<file path="src/rtl/instr_encode_writer.sv">
// Encodes symbolic micro-ops to RV32I words and streams them into imem.
// Optional ENC_CHECK_EN: illegal immediates become NOP and set sticky err_o.
module instr_encode_writer #(
  parameter int AW = 10,
  parameter int DEPTH = 4,
  parameter int MAX_WORDS = 256,
  localparam int WW = $clog2(MAX_WORDS + 1)
) (
  input  logic          clk_i,
  input  logic          rst_n,
  input  logic          start_i,
  input  logic [AW-1:0] base_addr_i,
  input  logic          finish_i,
  input  logic          req_valid_i,
  output logic          req_ready_o,
  input  logic [2:0]    req_op_i,
  input  logic [4:0]    req_rd_i,
  input  logic [4:0]    req_rs1_i,
  input  logic [4:0]    req_rs2_i,
  input  logic [12:0]   req_imm_i,
  output logic          imem_we_o,
  output logic [AW-1:0] imem_addr_o,
  output logic [31:0]   imem_wdata_o,
  output logic          busy_o,
  output logic          done_o,
  output logic [WW-1:0] words_o,
  output logic          err_o
);

  localparam int PW = $clog2(DEPTH);
  localparam logic [31:0] NOP = 32'h0000_0013;

  typedef enum logic [1:0] {
    S_IDLE,
    S_RUN,
    S_DRAIN,
    S_DONE
  } state_t;

  state_t state_q, state_d;

  logic [31:0]   mem [DEPTH];
  logic [PW:0]   wr_ptr_q, rd_ptr_q;
  logic [AW-1:0] addr_q;
  logic [WW-1:0] acc_q;
  logic          full, empty, push, pop;
  logic          ready;
  logic [31:0]   raw_word, enc_word;
  logic          enc_bad;

  assign empty = (wr_ptr_q == rd_ptr_q);
  assign full  = (wr_ptr_q[PW] != rd_ptr_q[PW]) &&
                 (wr_ptr_q[PW-1:0] == rd_ptr_q[PW-1:0]);

  always_comb begin
    raw_word = NOP;
    unique case (req_op_i)
      3'd0: raw_word = {7'h00, req_rs2_i, req_rs1_i, 3'b000,
                        req_rd_i, 7'h33};
      3'd1: raw_word = {7'h20, req_rs2_i, req_rs1_i, 3'b000,
                        req_rd_i, 7'h33};
      3'd2: raw_word = {7'h00, req_rs2_i, req_rs1_i, 3'b111,
                        req_rd_i, 7'h33};
      3'd3: raw_word = {7'h00, req_rs2_i, req_rs1_i, 3'b110,
                        req_rd_i, 7'h33};
      3'd4: raw_word = {req_imm_i[11:0], req_rs1_i, 3'b010,
                        req_rd_i, 7'h03};
      3'd5: raw_word = {req_imm_i[11:5], req_rs2_i, req_rs1_i,
                        3'b010, req_imm_i[4:0], 7'h23};
      3'd6: raw_word = {req_imm_i[12], req_imm_i[10:5], req_rs2_i,
                        req_rs1_i, 3'b000, req_imm_i[4:1],
                        req_imm_i[11], 7'h63};
      3'd7: raw_word = NOP;
      default: raw_word = NOP;
    endcase
  end

`ifdef ENC_CHECK_EN
  assign enc_bad = ((req_op_i == 3'd6) && req_imm_i[0]) ||
                   (((req_op_i == 3'd4) || (req_op_i == 3'd5)) &&
                    (req_imm_i[12] != req_imm_i[11]));
`else
  assign enc_bad = 1'b0;
`endif

  assign enc_word = enc_bad ? NOP : raw_word;

  always_comb begin
    state_d = state_q;
    ready   = 1'b0;
    done_o  = 1'b0;
    unique case (state_q)
      S_IDLE: begin
        if (start_i) state_d = S_RUN;
      end
      S_RUN: begin
        ready = !full && (acc_q < WW'(MAX_WORDS));
        if (finish_i || (acc_q == WW'(MAX_WORDS))) state_d = S_DRAIN;
      end
      S_DRAIN: begin
        // wait until the last popped word has been presented to imem
        if (empty && !imem_we_o) state_d = S_DONE;
      end
      S_DONE: begin
        done_o  = 1'b1;
        state_d = S_IDLE;
      end
      default: state_d = S_IDLE;
    endcase
  end

  assign req_ready_o = ready;
  assign busy_o      = (state_q != S_IDLE);
  assign push        = ready && req_valid_i;
  assign pop         = ((state_q == S_RUN) || (state_q == S_DRAIN)) && !empty;

  always_ff @(posedge clk_i) begin
    if (push) mem[wr_ptr_q[PW-1:0]] <= enc_word;
  end

  always_ff @(posedge clk_i or negedge rst_n) begin
    if (!rst_n) begin
      state_q      <= S_IDLE;
      wr_ptr_q     <= '0;
      rd_ptr_q     <= '0;
      addr_q       <= '0;
      acc_q        <= '0;
      words_o      <= '0;
      err_o        <= 1'b0;
      imem_we_o    <= 1'b0;
      imem_addr_o  <= '0;
      imem_wdata_o <= '0;
    end else begin
      state_q   <= state_d;
      imem_we_o <= pop;
      if ((state_q == S_IDLE) && start_i) begin
        addr_q  <= {base_addr_i[AW-1:2], 2'b00};
        acc_q   <= '0;
        words_o <= '0;
        err_o   <= 1'b0;
      end
      if (push) begin
        wr_ptr_q <= wr_ptr_q + 1'b1;
        acc_q    <= acc_q + 1'b1;
        if (enc_bad) err_o <= 1'b1;
      end
      if (pop) begin
        rd_ptr_q     <= rd_ptr_q + 1'b1;
        imem_addr_o  <= addr_q;
        imem_wdata_o <= mem[rd_ptr_q[PW-1:0]];
        addr_q       <= addr_q + AW'(4);
        words_o      <= words_o + 1'b1;
      end
    end
  end

endmodule
</file>
<file path="config.mk">
export PLATFORM = sky130hd
export DESIGN_NAME = instr_encode_writer
export DESIGN_NICKNAME = d
export VERILOG_FILES = /design/src/rtl/instr_encode_writer.sv
export SDC_FILE = /design/constraint.sdc
export NUM_CORES = 1
export LEC_CHECK = 0
export ABC_AREA = 1
export CAP_MARGIN = 40
export CORE_MARGIN = 4
export CORE_UTILIZATION = 40
export DETAILED_ROUTE_END_ITERATION = 16
export GPL_TIMING_DRIVEN = 0
export SKIP_CTS_REPAIR_TIMING = 1
export SLEW_MARGIN = 20
export SYNTH_ARGS = -nofsm -noshare
export SYNTH_HDL_FRONTEND = slang
export SYNTH_SLANG_ARGS = --single-unit
</file>
<file path="constraint.sdc">
create_clock -name clk_i -period 3.8 [get_ports clk_i]
set_clock_uncertainty 0.1 [all_clocks]
set_input_delay 0.76 -clock clk_i [delete_from_list [all_inputs] [get_ports clk_i]]
set_output_delay 0.76 -clock clk_i [all_outputs]
set_load 0.05 [all_outputs]
</file>
Word-level counts from Yosys, hierarchy flattened --
Memories as Yosys holds them, arrays and structs flattened. A register that Yosys moved wholly into a read port is not among the register bits. Index checks and enable logic that the tools add are counted. W data, S select, Z words.
Word-level totals: flip-flop bits (word level) 47, bits in writable memories 128, input port bits 46, output and inout port bits 56, word-level logic and storage cells 64, memories kept 1
Memory list:
- mem | words 4, bits a word 32, read ports 1, clocked after Yosys merged registers in 1, wr ports 1, line 42 | logic [31:0] mem [DEPTH];
Operators by class: $add $sub $neg 5, magnitude comparators 1, equal/unequal tests 17, mux-type cells 14, reductions and logical operators 18
Operators with widths (number):
- $pmux W32 S8 | 1
- $mux W9 | 3
- $mux W10 | 2
- $add A9 B1 Y9 const B | 2
- $eq A3 B3 Y1 const B | 4
- $add A10 B3 Y10 const B | 1
- $eq A9 B9 Y1 const B | 1
- $lt A9 B9 Y1 const B | 1
- $pmux W2 S4 | 1
- $add A3 B1 Y3 const B | 2
- $eq A3 B2 Y1 const B | 2
- $logic_and A1 B1 Y1 | 6
- $mux W2 | 3
- $ne A2 B2 Y1 const B | 3
- $reduce_bool A2 Y1 | 3
- $eq A2 B2 Y1 const B | 2
- $logic_not A1 Y1 | 4
- $mux W1 | 4
- $eq A3 B1 Y1 const B | 1
- $eq A3 B3 Y1 | 1
- $logic_not A3 Y1 | 1
- $reduce_and A3 Y1 | 1
- $eq A2 B1 Y1 const B | 1
- $eq A2 B2 Y1 | 1
- other kinds (3) | 4

Depth between registers and ports, before layout --
Gate-level depths: netlist (run 1).
depth after elaboration 8, depth in mapped cells 11

Worst setup path before layout (run 1) --
Ideal clock, no wire load.
kind reg-to-reg, start reg state_q[1], end mem mem[0][10] (enable), setup time 0.413 ns, arrival 2.320 ns, required time 3.287 ns, slack 0.967 ns, stages on the path, launching flop included 8, buffers on the path 1, path through dfrtp_1 inv_1 ha_1 inv_1 nor2_1 nand3_2 buf_4 nor2_1
On the way: cells in the longest elaborated chain, start to end 5
RTL lines:
- from (decl) | line 40 | state_t state_q, state_d;
- from (signal assigned) | line 134 | state_q <= state_d;
- $eq A2 B1 Y1 | line 92 | unique case (state_q)
- $mux W1 | line 92
- $logic_and A1 B1 Y1 | line 114 | assign push = ready && req_valid_i;
- $mux W1 | line 118 | if (push) mem[wr_ptr_q[PW-1:0]] <= enc_word;
- $mux W1 (not written as such) | line 118
- to (decl) | line 42
Every way passes these cells.

Worst setup path after layout (run 1) --
start reg state_q[1], end out req_ready_o
On the way: cells in the longest elaborated chain, start to end 2
RTL lines:
- $eq A2 B1 Y1 | line 92
- $mux W1 | line 92
- to (decl) | line 15 | output logic req_ready_o,
Every way passes these cells.

==> results of run 1 <==
kinds of logic after synthesis:
| family | after synthesis | synth area share [%] |
|---|---|---|
| simple gates | 359 | 18.1 |
| flops | 184 | 64.2 |
| compound gates | 117 | 7.78 |
| buf+inv | 109 | 6.26 |
| xor+xnor | 13 | 1.51 |
| fa+ha+maj | 13 | 2.02 |
| other cells | 1 | 0.0466 |
final cells by class:
cell class	instances	area share, %
sequential	184	51.4
clock buffer	17	4.24
clock inverter	15	1.31
multi-input combinational	507	24.1
tap	265	3.30
inverter	68	2.54
timing repair buffer	99	10.6
buffer	41	2.47
metrics by stage:
| step | hold slack [ns] | util [%] | cell area [um^2] | setup slack (ns) | power, mW |
|---|---|---|---|---|---|
| 2_1_floorplan | 0.362 | - | 8050 | 0.967 | 5.71 |
| 5_1_grt | 0.148 | 51.3 | 10000 | 0.597 | 9.31 |
| 6_report | 0.131 | 51.3 | 10000 | 0.715 | 8.71 |
| 3_3_place_gp | 0.362 | 47.6 | 9330 | -1.09 | 7.03 |
| 4_1_cts | 0.134 | 51.3 | 10000 | 0.680 | 8.80 |
| 3_5_place_dp | 0.364 | 48.4 | 9480 | 0.737 | 7.12 |
cells in the mapped netlist:
master / number
dfrtp_1: 72
inv_1: 65
nand2_1: 203
o211ai_1: 1
nor2_1: 83
a21o_1: 1
o21ai_1: 10
conb_1: 1
xor2_1: 9
inv_2: 3
clkbuf_1: 13
nor3_1: 5
buf_6: 5
nand3_2: 2
o21ai_0: 77
or2_1: 1
o22ai_1: 28
clkbuf_2: 1
buf_2: 11
or2_2: 3
xnor2_2: 1
nand4_1: 2
nand2_2: 1
xnor2_1: 3
edfxtp_1: 112
ha_1: 13
nand3_1: 59
buf_4: 11
routing by layer:
layer	GRT usage [%]	share of wire, %
met5	0	0
met4	5.12	1.3
met3	3.15	5.4
met2	26.7	45
met1	24.7	48
layout by cell type (no fill, tap or decap), types with 13 or more instances in the layout:
cell	instances
o22ai_1	28
inv_1	65
clkbuf_16	17
dfrtp_1	72
edfxtp_1	112
nand3_1	59
clkdlybuf4s50_1	93
nand2_1	203
ha_1	13
clkbuf_1	13
o21ai_0	77
nor2_1	79
power by group through the flow:
stage	registers [mW]	clock network [mW]	logic, mW
global placement	2.94	0	4.09
floorplan	3.64	0	2.06
detailed placement	2.93	0	4.19
finish	2.89	1.68	4.15
CTS	2.89	1.70	4.20
global route	2.95	1.79	4.57
worst min path at each step:
stage	from	endpoint	slack, ns	cells after the start
after detailed placement	imem_wdata_o[24]	imem_wdata_o[24]	0.36	2
after global placement	imem_wdata_o[8]	imem_wdata_o[8]	0.36	2
after floorplan	rst_n	acc_q[0]	0.36	0
after CTS	rst_n	acc_q[3]	0.13	1
final	rst_n	acc_q[3]	0.13	1
after global routing	rst_n	imem_wdata_o[18]	0.15	1
flip-flops by register name (all words and copies together) (netlist names):
signal,count
addr_q,8
imem_we_o,1
rd_ptr_q,3
imem_addr_o,8
mem,112
acc_q,9
words_o,9
imem_wdata_o,29
wr_ptr_q,3
state_q,2
critical path, cell delays in order (launching register included):
cell,delay [ns]
dfrtp_1,0.42
inv_1,0.09
ha_1,0.15
inv_1,0.05
nor2_1,0.16
nand2_1,0.07
inv_1,0.05
clkdlybuf4s50_1,0.80
==> flow_summary.toml, run 1 <==
[clocking]
clk_latency_ns = 0.43
cts_buffer_depth = 2
cts_buffers = 17
clock_sinks = 184
clk_pin_slew_ns = 0.07
htreeDepth = 4
root_buffer = "clkbuf_16"
cts_tree = "yes"

[die]
ioPinCount = 102
die_x_um = 150
core_mm2 = 0.0196
die-area_mm2 = 0.0224
dieHeight_um = 150
row_count = 51
start_util_pct = 41.0

[worst_setup_path]
path_class = "reg -> out"
crit_end = "req_ready_o"
critPathLaunchType = "flip-flop"
reg2reg_depth = 8
worstPathMaxFanout = 4
reg2reg_to = "mem[3][20]"
endpoint_kind = "output port"
reg2reg_from = "state_q[1]"
arrival_ns = 2.22
startpoint = "state_q[1]"
worstPathRequired_ns = 2.94
r2r_setup_slack_ns = 1.35

[drt]
postRouteAntennaNets = 0
drcViolationCount = 0
route.vias.total = 5787
wl_per_cell_um = 15.5
dr.pass1.iters = 5
drt_iter0_drc = 365
viasPerCell = 4.84
wl_um = 18500

[global_route]
first_global_vias = 5458
antenna_found_initial = 0
grt_use_total_pct = 17.1
gr-total-overflow = 0
grt_max_degree = 52
grt_pass1_wl_um = 29600

[finish]
seqCellArea_mm2 = 0.00516
nets = 977
n_fill_cell = 1791
diodes = 0
final_layout_size_suffix_gt1_share_pct = 8.49
multi_input_area_mm2 = 0.00242
areaGrowthSynthToFinish_pct = 24.9
fin_cells = 1196

[synthesis]
synthTopCellsByArea = "edfxtp_1 (42%), dfrtp_1 (22%), nand2_1 (9.5%)"
ys_warn_count = 0
yosysSeqAreaShare_pct = 64.2
postSynthAreaPerCell_um2 = 10.1
netlist_instances = 796
ys_ff_latch = 184
synth.distinct_cells = 28
synth_area_mm2 = 0.00804
synth_top_area_share_pct = 41.8
synth_area_leader_cell = "edfxtp_1"

[flow_run]
maxCapViolCount = 0

[pwr]
p_sw_share_pct = 44.8
share_comb_of_total_power_pct = 47.6
p_int_mw = 4.81
clkPwrFrac_pct = 19.2
irDropWorstVdd_mv = 0.424
total_leakage_power_nw = 4.24
power_density_mw_per_mm2 = 868
sequentialPowerShare_pct = 33.2
power_switching_mw = 3.91

[min_path]
holdCritPathClass = "in -> async"

[run_status]
status = "finished, final reports clean"

[placement]
dp_hpwl_um = 12600
gp_congestion = 0.799
portBuffers = 94
place_inst = 1164

[sta]
min_period_ns = 3.08
fin_crit_sh_pct = 81.2
finalHoldViolCount = 0
slew-limit-headroom_pct = 55.5
tightest_slew_ns = 0.662
setup-tns-final_ns = 0
fmax_mhz = 324
finalSetupViolCount = 0
rsz0062_at_grt = "no"
maxSlewViolCount = 0
(Power assumes the default switching activity.)
==> inputs of run 2 (changes only) <==
==> constraint.sdc (replaced) <==
create_clock -name clk_i -period 2.7 [get_ports clk_i]
set_clock_uncertainty 0.1 [all_clocks]
set_input_delay 0.54 -clock clk_i [delete_from_list [all_inputs] [get_ports clk_i]]
set_output_delay 0.54 -clock clk_i [all_outputs]
set_load 0.05 [all_outputs]
==> run 2 against run 1 <==
Against the previous run: die area unchanged; sequential share of layout area decreased by 0.077 points; cell area increased by 0.15%; setup slack got worse by 0.51 ns; critical path type unchanged; critical endpoint unchanged; largest cell class unchanged.
==> flow_summary.toml, run 2 (same netlist as run 1, synthesis figures left out) <==
[global_route]
antenna_found_initial = 0
first_global_vias = 5458
grt_max_degree = 52
grt_use_total_pct = 17.1
gr-total-overflow = 0
grt_pass1_wl_um = 29600

[worst_setup_path]
slowest_delay_ns = 0.42
critPathLaunchType = "flip-flop"
endpoint_kind = "output port"
path_class = "reg -> out"
crit_path_frequent_cell = "inv_1"
worstPathRequired_ns = 2.06
critPathSlowestCell = "dfrtp_1"
cp_cell_sequence = "inv_1 > ha_1 > inv_1 > nor2_1 > nand2_1 > inv_1 > dlymetal6s2s_1"
arrival_ns = 1.85
worstPathMaxFanout = 4

[finish]
layout_commonest_cell = "nand2_1"
largest_register_ffs = 112
final_layout_size_suffix_gt1_share_pct = 8.48
diodes = 0
areaGrowthSynthToFinish_pct = 25.1
fin_util_pct = 51.3
layout_common_cells = "nand2_1 (203), edfxtp_1 (112), clkdlybuf4s50_1 (91)"
fin_cells = 1197
nets = 978
finalInstanceArea_mm2 = 0.0101
n_fill_cell = 1790

[placement]
dp_hpwl_um = 12600
portBuffers = 94
place_inst = 1164
gp_congestion = 0.799
dp_slack_ns = -0.143
postPlaceCellArea_mm2 = 0.00948

[drt]
drt_iter0_drc = 362
wl_per_cell_um = 15.4
wl_um = 18500
postRouteAntennaNets = 0
dr.pass1.iters = 5
viasPerCell = 4.83
route.vias.total = 5786
drcViolationCount = 0

[die]
die-area_mm2 = 0.0224
dieHeight_um = 150
core_mm2 = 0.0196
ioPinCount = 102
die_x_um = 150
row_count = 51
start_util_pct = 41.0

[flow_run]
maxCapViolCount = 0

[sta]
finalSetupViolCount = 0
fin_crit_sh_pct = 92.3
worst_slack_ns = 0.208
setup-tns-final_ns = 0
rsz0062_at_grt = "no"
tightest_slew_ns = 0.652
slew-limit-headroom_pct = 56.1
hold_ws_ns = 0.380
maxSlewViolCount = 0
finalHoldViolCount = 0
min_period_ns = 2.49
fmax_mhz = 401

[pwr]
power_density_mw_per_mm2 = 1220
power.total_mw = 12.3
total_leakage_power_nw = 4.26
irDropWorstVdd_mv = 0.596

[clocking]
clk_latency_ns = 0.43
cts_buffers = 17
htreeDepth = 4
cts_tree = "yes"
cts_buffer_depth = 2
clock_sinks = 184
clk_pin_slew_ns = 0.07
root_buffer = "clkbuf_16"

[min_path]
holdCritPathClass = "reg -> reg"

[run_status]
status = "finished, final reports clean"
[run 2: cell types whose count changed in the layout (fill, tap and decap cells not counted)]
cell / before / now
clkdlybuf4s50_1: 93 / 91
dlymetal6s2s_1: 0 / 2
dlygate4sd3_1: 0 / 1
[run 2: routing by layer]
metal,share of wire (%),track usage (%)
met5,0,0
met4,1.2,5.12
met3,5.4,3.15
met2,46,26.7
met1,48,24.7
[run 2: final timing paths]
check                           slack (ns)  cells past startpoint          endpoint        startpoint
worst min-delay path                  0.38                      2  imem_wdata_o[25]  imem_wdata_o[25]
worst max-delay path                  0.21                      7       req_ready_o        state_q[1]
max in group asynchronous             1.46                      3  imem_wdata_o[14]             rst_n
worst max register to register        0.25                      8        mem[3][20]        state_q[1]
min in group asynchronous             0.46                      2          acc_q[3]             rst_n
worst min register to register        0.38                      2  imem_wdata_o[25]  imem_wdata_o[25]
[run 2: power by group]
group,switching (mW),internal (mW),total [mW]
Clock,1.14,1.22,2.35
Combinational,3.96,1.88,5.84
Sequential,0.400,3.67,4.07
[run 2: critical path: cells and delay by family (launching register included)]
family | cells | cell delay [ns]
flops | 1 | 0.42
simple gates | 2 | 0.24
buf+inv | 4 | 0.61
fa+ha+maj | 1 | 0.15
[run 2: final cells by class]
class | instances | area (um^2) | share of cell area, %
timing repair buffer | 100 | 1080 | 10.8
multi-input combinational | 507 | 2420 | 24.0
buffer | 41 | 248 | 2.46
clock buffer | 17 | 425 | 4.23
sequential | 184 | 5160 | 51.4
clock inverter | 15 | 131 | 1.31
inverter | 68 | 255 | 2.54
tap | 265 | 332 | 3.30
